$ cat src/rtl/cpu_fetch_queue.sv
// cpu_fetch_queue: PC generation, valid/ready imem requests, DEPTH-entry prefetch queue toward decode (stats under FETCH_STATS_EN).
// Latency: memory latency + 1 from request acceptance to instr_valid (no bypass path).
// Backpressure: requests stall while buffered + in-flight reaches DEPTH; a redirect gates both handshakes for its cycle.
module cpu_fetch_queue #(
    parameter int              XLEN     = 32,
    parameter int              DEPTH    = 4,
    parameter logic [XLEN-1:0] RESET_PC = '0
) (
    input  logic            clk,
    input  logic            reset,
    input  logic            jal,
    input  logic            jalr,
    input  logic            branch,
    input  logic            branch_taken,
    input  logic [XLEN-1:0] branch_target,
    input  logic [XLEN-1:0] jalr_target,
    output logic            imem_req_valid,
    input  logic            imem_req_ready,
    output logic [XLEN-1:0] imem_req_addr,
    input  logic            imem_rsp_valid,
    input  logic [XLEN-1:0] imem_rsp_data,
    output logic            instr_valid,
    input  logic            instr_ready,
    output logic [XLEN-1:0] instr,
    output logic [XLEN-1:0] pc_out
`ifdef FETCH_STATS_EN
    ,
    output logic [31:0]     stat_redirects,
    output logic [31:0]     stat_starve
`endif
);
    localparam int            PW      = $clog2(DEPTH);
    localparam int            CW      = PW + 1;
    localparam logic [CW:0]   DEPTH_V = (CW+1)'(DEPTH);

    logic [XLEN-1:0] q_dat [DEPTH];
    logic [XLEN-1:0] q_pc  [DEPTH];
    logic [XLEN-1:0] pcq   [DEPTH];
    logic [PW-1:0]   q_wr, q_rd, pcq_wr, pcq_rd;
    logic [CW-1:0]   count, outstanding, drop_cnt;
    logic [XLEN-1:0] fetch_pc;
    logic            run;

    logic            redirect;
    logic [XLEN-1:0] target;
    logic            req_acc, rsp_push, rsp_drop, deq;

    always_comb begin
        redirect = jalr | jal | (branch & branch_taken);
        target   = jalr ? jalr_target : branch_target;
        target[1:0] = 2'b00;
        // Doomed requests still hold credit so drop_cnt never exceeds DEPTH.
        imem_req_valid = run & ~redirect
                       & (({1'b0, count} + {1'b0, outstanding}) < DEPTH_V)
                       & (({1'b0, outstanding} + {1'b0, drop_cnt}) < DEPTH_V);
        imem_req_addr  = fetch_pc;
        req_acc        = imem_req_valid & imem_req_ready;
        rsp_drop       = imem_rsp_valid & (drop_cnt != '0);
        rsp_push       = imem_rsp_valid & (drop_cnt == '0) & ~redirect;
        instr_valid    = (count != '0) & ~redirect;
        deq            = instr_valid & instr_ready;
        instr          = q_dat[q_rd];
        pc_out         = q_pc[q_rd];
    end

    always_ff @(posedge clk or negedge reset) begin
        if (!reset) begin
            for (int i = 0; i < DEPTH; i++) begin
                q_dat[i] <= '0;
                q_pc[i]  <= '0;
                pcq[i]   <= '0;
            end
            q_wr        <= '0;
            q_rd        <= '0;
            pcq_wr      <= '0;
            pcq_rd      <= '0;
            count       <= '0;
            outstanding <= '0;
            drop_cnt    <= '0;
            fetch_pc    <= RESET_PC;
            run         <= 1'b0;
        end else begin
            run <= 1'b1;
            if (redirect) begin
                // Everything still in flight at this edge belongs to the old path.
                fetch_pc    <= target;
                q_wr        <= '0;
                q_rd        <= '0;
                pcq_wr      <= '0;
                pcq_rd      <= '0;
                count       <= '0;
                outstanding <= '0;
                drop_cnt    <= drop_cnt + outstanding - CW'(imem_rsp_valid);
            end else begin
                if (req_acc) begin
                    fetch_pc    <= fetch_pc + XLEN'(4);
                    pcq[pcq_wr] <= fetch_pc;
                    pcq_wr      <= pcq_wr + PW'(1);
                end
                if (rsp_push) begin
                    q_dat[q_wr] <= imem_rsp_data;
                    q_pc[q_wr]  <= pcq[pcq_rd];
                    q_wr        <= q_wr + PW'(1);
                    pcq_rd      <= pcq_rd + PW'(1);
                end
                if (deq)
                    q_rd <= q_rd + PW'(1);
                count       <= count + CW'(rsp_push) - CW'(deq);
                outstanding <= outstanding + CW'(req_acc) - CW'(rsp_push);
                if (rsp_drop)
                    drop_cnt <= drop_cnt - CW'(1);
            end
        end
    end

`ifdef FETCH_STATS_EN
    always_ff @(posedge clk or negedge reset) begin
        if (!reset) begin
            stat_redirects <= '0;
            stat_starve    <= '0;
        end else begin
            if (redirect && stat_redirects != '1)
                stat_redirects <= stat_redirects + 32'd1;
            if (instr_ready && !instr_valid && !redirect && stat_starve != '1)
                stat_starve <= stat_starve + 32'd1;
        end
    end
`endif

endmodule

$ cat config.mk
export PLATFORM = sky130hd
export DESIGN_NAME = cpu_fetch_queue
export DESIGN_NICKNAME = d
export VERILOG_FILES = /design/src/rtl/cpu_fetch_queue.sv
export SDC_FILE = /design/constraint.sdc
export NUM_CORES = 1
export LEC_CHECK = 0
export BUFFER_PORTS_ARGS = -buffer_cell sky130_fd_sc_hd__buf_2
export CAP_MARGIN = 20
export CORE_MARGIN = 2
export CORE_UTILIZATION = 55
export DETAILED_ROUTE_END_ITERATION = 8
export PLACE_DENSITY = 0.75
export SYNTH_ARGS = -nofsm -noshare
export SYNTH_HDL_FRONTEND = slang
export SYNTH_SLANG_ARGS = --single-unit
$ cat constraint.sdc
create_clock -name clk -period 3.45 [get_ports clk]
set_clock_uncertainty 0.2 [all_clocks]
set_input_delay 0 -clock clk [delete_from_list [all_inputs] [get_ports clk]]
set_output_delay 0 -clock clk [all_outputs]
set_load 0.05 [all_outputs]
==> results of run 1 <==
-- synthesized netlist by cell type (all sizes together), types with 8 or more instances --
master and instances:
a211oi 29, a21oi 24, buf 61, clkbuf 28, dfrtp 416, ha 22, inv 18, mux2 368
mux4 92, nand2 26, nand4 14, nor2 21, nor2b 26, nor3 8, xnor2 26, xor2 10
-- per-stage QoR --
step,utilization,instances
after floorplan,-,1268
after global placement,0.600,1860
after detailed placement,0.600,1860
after CTS,0.681,2070
after global routing,0.681,2070
final,0.681,2070
-- state kept, by name, indices dropped and copies added, names as in the netlist --
register	count
count	3
drop_cnt	3
imem_req_addr	30
outstanding	3
pcq	120
pcq_rd	2
pcq_wr	2
q_dat	128
q_pc	120
q_rd	2
q_wr	2
run	1
-- layout make-up --
cell class                 count  area [um^2]
inverter                      18         67.6
tap                          455          569
sequential                   416        10400
clock inverter                13          115
multi-input combinational    745         8280
clock buffer                  64         1320
fill                        2351        11000
timing repair buffer         359         2710
-- cell families (layout without fill, tap and decap cells) --
| family | after synthesis | in the layout | synth area share |
|---|---|---|---|
| fa+ha+maj | 25 | 25 | 0.0175 |
| flops | 416 | 416 | 0.542 |
| other cells | 2 | 5 | 0.000391 |
| compound gates | 77 | 77 | 0.0274 |
| buf+inv | 107 | 454 | 0.0291 |
| mux | 465 | 465 | 0.326 |
| simple gates | 137 | 137 | 0.0403 |
| xor+xnor | 36 | 36 | 0.0164 |
-- metal layers --
metal  up-vias  share of wire
met1      6320           0.44
li1       5340              -
met4         0          0.023
met5         -              0
met2       299           0.50
met3        78          0.041
-- how the worst min path moves through the flow --
| stage | depth (start not counted) | to | startpoint |
|---|---|---|---|
| after floorplan | 0 | count[0] | reset |
| after global placement | 1 | q_dat[99] | reset |
| after detailed placement | 1 | q_dat[35] | reset |
| after CTS | 4 | count[0] | branch_taken |
| after global routing | 3 | q_dat[66] | imem_rsp_data[2] |
| final | 4 | outstanding[0] | jalr |
-- power breakdown --
| group | internal, mW | leakage, nW | total [mW] | switching [mW] |
|---|---|---|---|---|
| sequential | 5.47 | 5.65 | 5.86 | 0.393 |
| clock | 2.78 | 0.720 | 4.64 | 1.86 |
| combinational | 1.56 | 5.03 | 4.02 | 2.46 |
| total | 9.82 | 11.4 | 14.5 | 4.71 |
-- repair_timing --
action                     CTS  global route
hold buffers               133             0
setup buffers                0             0
gates resized for setup      0             1
setup endpoints to repair    0             2
hold endpoints to repair   590             0
-- critical path: stages (launching register included) --
cell           delay [ns]
dfrtp_1              0.41
ha_1                 0.36
nor4_4               0.31
buf_4                0.18
o2111a_1             0.42
nand4_1              0.17
or4_1                0.43
a31oi_1              0.17
dlygate4sd3_1        0.55
==> results.py, run 1 <==
metrics = {
    "cells_and_area": {
        "diodes": 0,
        "nNetsFinal": 1714,
        "drive_above_1_share": 0.479,
        "fin_area_mm2": 0.0235,
        "final_common_cell": "dfrtp_1",
        "layout_common_cells": "413 x dfrtp_1, 368 x mux2_2, 193 x buf_2, 132 x dlygate4sd3_1, 92 x mux4_2",
        "areaGrowthSynthToFinish_pct": 22.3,
    },
    "outcome": {
        "status": "finished, final reports clean",
    },
    "worst_setup_path": {
        "critPathKind": "reg -> reg",
        "r2r_setup_slack_ns": 0.18,
        "end_kind": "flop",
        "crit_start": "outstanding[2]",
        "r2r-end": "imem_req_addr[31]",
        "r2r_cells": 8,
        "cp-start-kind": "flop",
        "crit_end": "imem_req_addr[31]",
        "reg2reg_from": "outstanding[2]",
        "path_max_fanout": 8,
        "critPathArrivalTime_ns": 3.53,
        "crit_required_ns": 3.72,
    },
    "synthesis": {
        "yosysWarnings": 0,
        "yosys.area.top_type_share": 0.542,
        "yosysSeqAreaShare": 0.542,
        "ys_async_sr_fraction": 1.00,
        "synth.ff_latch_count": 416,
        "synth_edf_count": 0,
        "syn_inst": 1265,
        "avgSynthCellArea_um2": 15.2,
        "synth.distinct_cells": 53,
        "synth_area_leaders": "dfrtp_1 54%, mux2_2 22%, mux4_2 11%, ha_1 1.4%, xnor2_1 1.2%",
        "synthFlopType": "dfrtp_1",
        "syn-cell-area_mm2": 0.0192,
        "yosys.area.top_type": "dfrtp_1",
    },
    "sta": {
        "final.period_utilization": 0.947,
        "finalHoldViolCount": 0,
        "rsz0062_at_grt": "false",
        "worst_slew_pin_slew_ns": 1.03,
        "fin_tns_setup_ns": 0,
        "fin_hold_ws_ns": 0.0744,
        "slew_headroom": 0.315,
        "timing.final.max_slew_violations": 0,
        "setup_viol": 0,
        "final.min_clock_period_ns": 3.27,
        "setup_ws_ns": 0.182,
        "max_freq_ghz": 0.306,
    },
    "routing": {
        "drtIter0Drc": 510,
        "viasPerCell": 5.81,
        "drc": 0,
        "num_vias": 12000,
        "wl_um": 43200,
        "detail-route-antenna-nets": 0,
        "avgRoutedWirePerCell_um": 20.9,
        "dr.pass1.iters": 4,
    },
    "global_routing": {
        "grt.met2_usage": 0.425,
        "overflow": 0,
        "use_met3": 0.0361,
        "use_met1": 0.324,
        "grt_usage": 0.246,
        "grt_pass1_vias": 13300,
        "grt_pass1_wl_um": 70400,
        "grt-busiest-layer": "met2",
        "grt_start_max_net_pins": 92,
        "grt_antenna_before_repair": 0,
    },
    "clocking": {
        "htreeDepth": 2,
        "clock_latency_ns": 0.53,
        "clk_path_buf_depth": 3,
        "clk_pin_slew_ns": 0.06,
        "cts_buffers": 44,
        "cts_root_buffer": "clkbuf_16",
        "cts_tree": "yes",
        "cts.sinks": 416,
    },
    "pwr": {
        "powerDensity_mw_per_mm2": 619,
        "cellLeakagePower_nw": 11.4,
        "power_mw": 14.5,
        "peakVddDrop_v": 0.000479,
    },
    "die": {
        "core_mm2": 0.0345,
        "core.rowCount": 68,
        "die_x_um": 191,
        "die_height_um": 191,
        "start_util": 0.557,
        "die-area_mm2": 0.0364,
        "pin_count": 203,
    },
    "placement": {
        "place.port_buffers": 194,
        "globalplace.congestion": 0.797,
        "dpl.hpwl_um": 25800,
        "post-place-ws_ns": 0.318,
        "dpl-instance-area_mm2": 0.0207,
    },
    "flow_run": {
        "max-cap-violations": 0,
    },
    "min_path": {
        "hp-class": "in -> reg",
    },
}
No activity file was read; power rests on OpenSTA's default activity.
==> run 2, diff against run 1 <==
Settings changed: CORE_ASPECT_RATIO set to 0.75.
==> results.py, run 2 (synthesis results as in run 1) <==
metrics = {
    "routing": {
        "dr.pass1.iters": 5,
        "wl_um": 43400,
        "m1WireLength_um": 19600,
        "avgRoutedWirePerCell_um": 21.1,
        "viasPerCell": 5.79,
        "highest_layer": "met4",
        "num_vias": 11900,
        "wl_met2_um": 20800,
        "drtIter0Drc": 641,
        "drc": 0,
        "detail-route-antenna-nets": 0,
        "wl_met3_um": 2240,
    },
    "worst_setup_path": {
        "critPathArrivalTime_ns": 3.51,
        "critPathTopFamily": "buffers and inverters",
        "critical_path.cell_chain": "inv_1, ha_1, a22oi_1, buf_4, o2111ai_2, nor4_1, xnor2_1, a21oi_1, dlygate4sd3_1",
        "critical-path-slowest-cell": "dlygate4sd3_1",
        "r2r-end": "imem_req_addr[14]",
        "critPathKind": "reg -> reg",
        "r2r_cells": 9,
        "end_kind": "flop",
        "r2r_setup_slack_ns": 0.14,
        "path_max_fanout": 8,
        "timing.critical_path.buf_inv": 3,
        "cpPeakStageDelay_ns": 0.58,
        "cp-start-kind": "flop",
        "reg2reg_from": "outstanding[1]",
        "crit_required_ns": 3.66,
    },
    "clocking": {
        "clk_pin_slew_ns": 0.07,
        "cts.sinks": 416,
        "post_cts_buffers": 0,
        "cts_root_buffer": "clkbuf_16",
        "cts_tree": "yes",
        "cts_buffers": 41,
        "clk_path_buf_depth": 3,
        "clock_latency_ns": 0.55,
        "htreeDepth": 2,
    },
    "die": {
        "core.rowCount": 59,
        "die_x_um": 220,
        "core_mm2": 0.0345,
        "start_util": 0.556,
        "die_height_um": 166,
        "die-area_mm2": 0.0364,
        "pin_count": 203,
    },
    "min_path": {
        "min_from": "branch_taken",
        "whs_endpoint": "outstanding[0]",
        "holdPathStages": 4,
        "hp-class": "in -> reg",
    },
    "placement": {
        "post-place-ws_ns": 0.203,
        "place.port_buffers": 194,
        "globalplace.congestion": 0.876,
        "dpl.hpwl_um": 27000,
    },
    "sta": {
        "setup_ws_ns": 0.144,
        "slew_headroom": 0.590,
        "final.period_utilization": 0.958,
        "final.min_clock_period_ns": 3.31,
        "timing.final.max_slew_violations": 0,
        "worst_slew_pin_slew_ns": 0.615,
        "finalHoldViolCount": 0,
        "rsz0062_at_grt": "false",
        "max_freq_ghz": 0.303,
        "fin_tns_setup_ns": 0,
        "setup_viol": 0,
    },
    "flow_run": {
        "max-cap-violations": 0,
    },
    "global_routing": {
        "grt_start_max_net_pins": 74,
        "overflow": 0,
        "grt_pass1_vias": 12900,
        "grt_usage": 0.244,
        "grt_antenna_before_repair": 0,
        "grt_pass1_wl_um": 70100,
    },
    "outcome": {
        "status": "finished, final reports clean",
    },
    "cells_and_area": {
        "nNetsFinal": 1705,
        "diodes": 0,
        "final_common_cell": "dfrtp_1",
        "largest_register_ffs": 128,
        "drive_above_1_share": 0.477,
        "largest_register": "q_dat",
        "areaGrowthSynthToFinish_pct": 21.8,
        "reg.largest.list": "q_dat: 128 flops, pcq: 120 flops, q_pc: 120 flops",
        "layout_common_cells": "413 x dfrtp_1, 368 x mux2_2, 193 x buf_2, 130 x dlygate4sd3_1, 92 x mux4_2",
    },
    "pwr": {
        "cellLeakagePower_nw": 11.4,
        "powerDensity_mw_per_mm2": 613,
        "peakVddDrop_v": 0.000551,
    },
}
==> run 2: worst reg2reg max path, stage by stage, from the launching register on <==
cell	delay (ns)
dfrtp_1	0.44
inv_1	0.10
ha_1	0.34
a22oi_1	0.20
buf_4	0.18
o2111ai_2	0.29
nor4_1	0.55
xnor2_1	0.19
a21oi_1	0.09
dlygate4sd3_1	0.58
==> run 2: per-layer routing <==
layer,vias to the layer above,track usage
li1,5306,-
met1,6259,0.343
met2,317,0.398
met3,66,0.0438
met4,0,0.0601
met5,-,0
==> run 2: worst max path at each step <==
stage	from	endpoint	slack [ns]	cells past startpoint
finish	outstanding[1]	imem_req_addr[14]	0.14	9
global placement	outstanding[2]	outstanding[2]	0.32	12
detailed placement	outstanding[2]	outstanding[2]	0.20	12
floorplan	outstanding[2]	outstanding[2]	0.20	12
CTS	outstanding[2]	imem_req_addr[31]	0.11	7
global route	outstanding[1]	imem_req_addr[14]	0.01	9
==> run 2: report_power, final <==
part | internal (mW) | switching, mW
Sequential | 5.47 | 0.397
Combinational | 1.53 | 2.47
Clock | 2.59 | 1.86
==> run 2: layout make-up <==
| class | instances | area [um^2] |
|---|---|---|
| Clock buffer | 62 | 1260 |
| Sequential cell | 416 | 10400 |
| Tap cell | 457 | 572 |
| Clock inverter | 11 | 83.8 |
| Inverter | 18 | 67.6 |
| Fill cell | 2349 | 11200 |
| Multi-Input combinational cell | 745 | 8280 |
| Timing Repair Buffer | 353 | 2700 |
==> run 2: per-stage QoR <==
stage	cell area, um^2	hold WS, ns	util	instances	power (mW)
6_report	23400	0.0222	0.676	2062	14.3
5_1_grt	23400	0.0432	0.676	2062	15.0
3_5_place_dp	20700	-0.0604	0.599	1858	9.78
4_1_cts	23400	0.00626	0.676	2062	14.4
2_1_floorplan	19200	-0.496	-	1268	8.71
3_3_place_gp	20700	-0.0684	0.599	1858	9.66
==> run 2: what timing repair did <==
item,CTS,global route
endpoints found under the hold margin,486,0
gates resized for setup,0,1
hold buffers,131,0
endpoints found under the setup margin,0,9
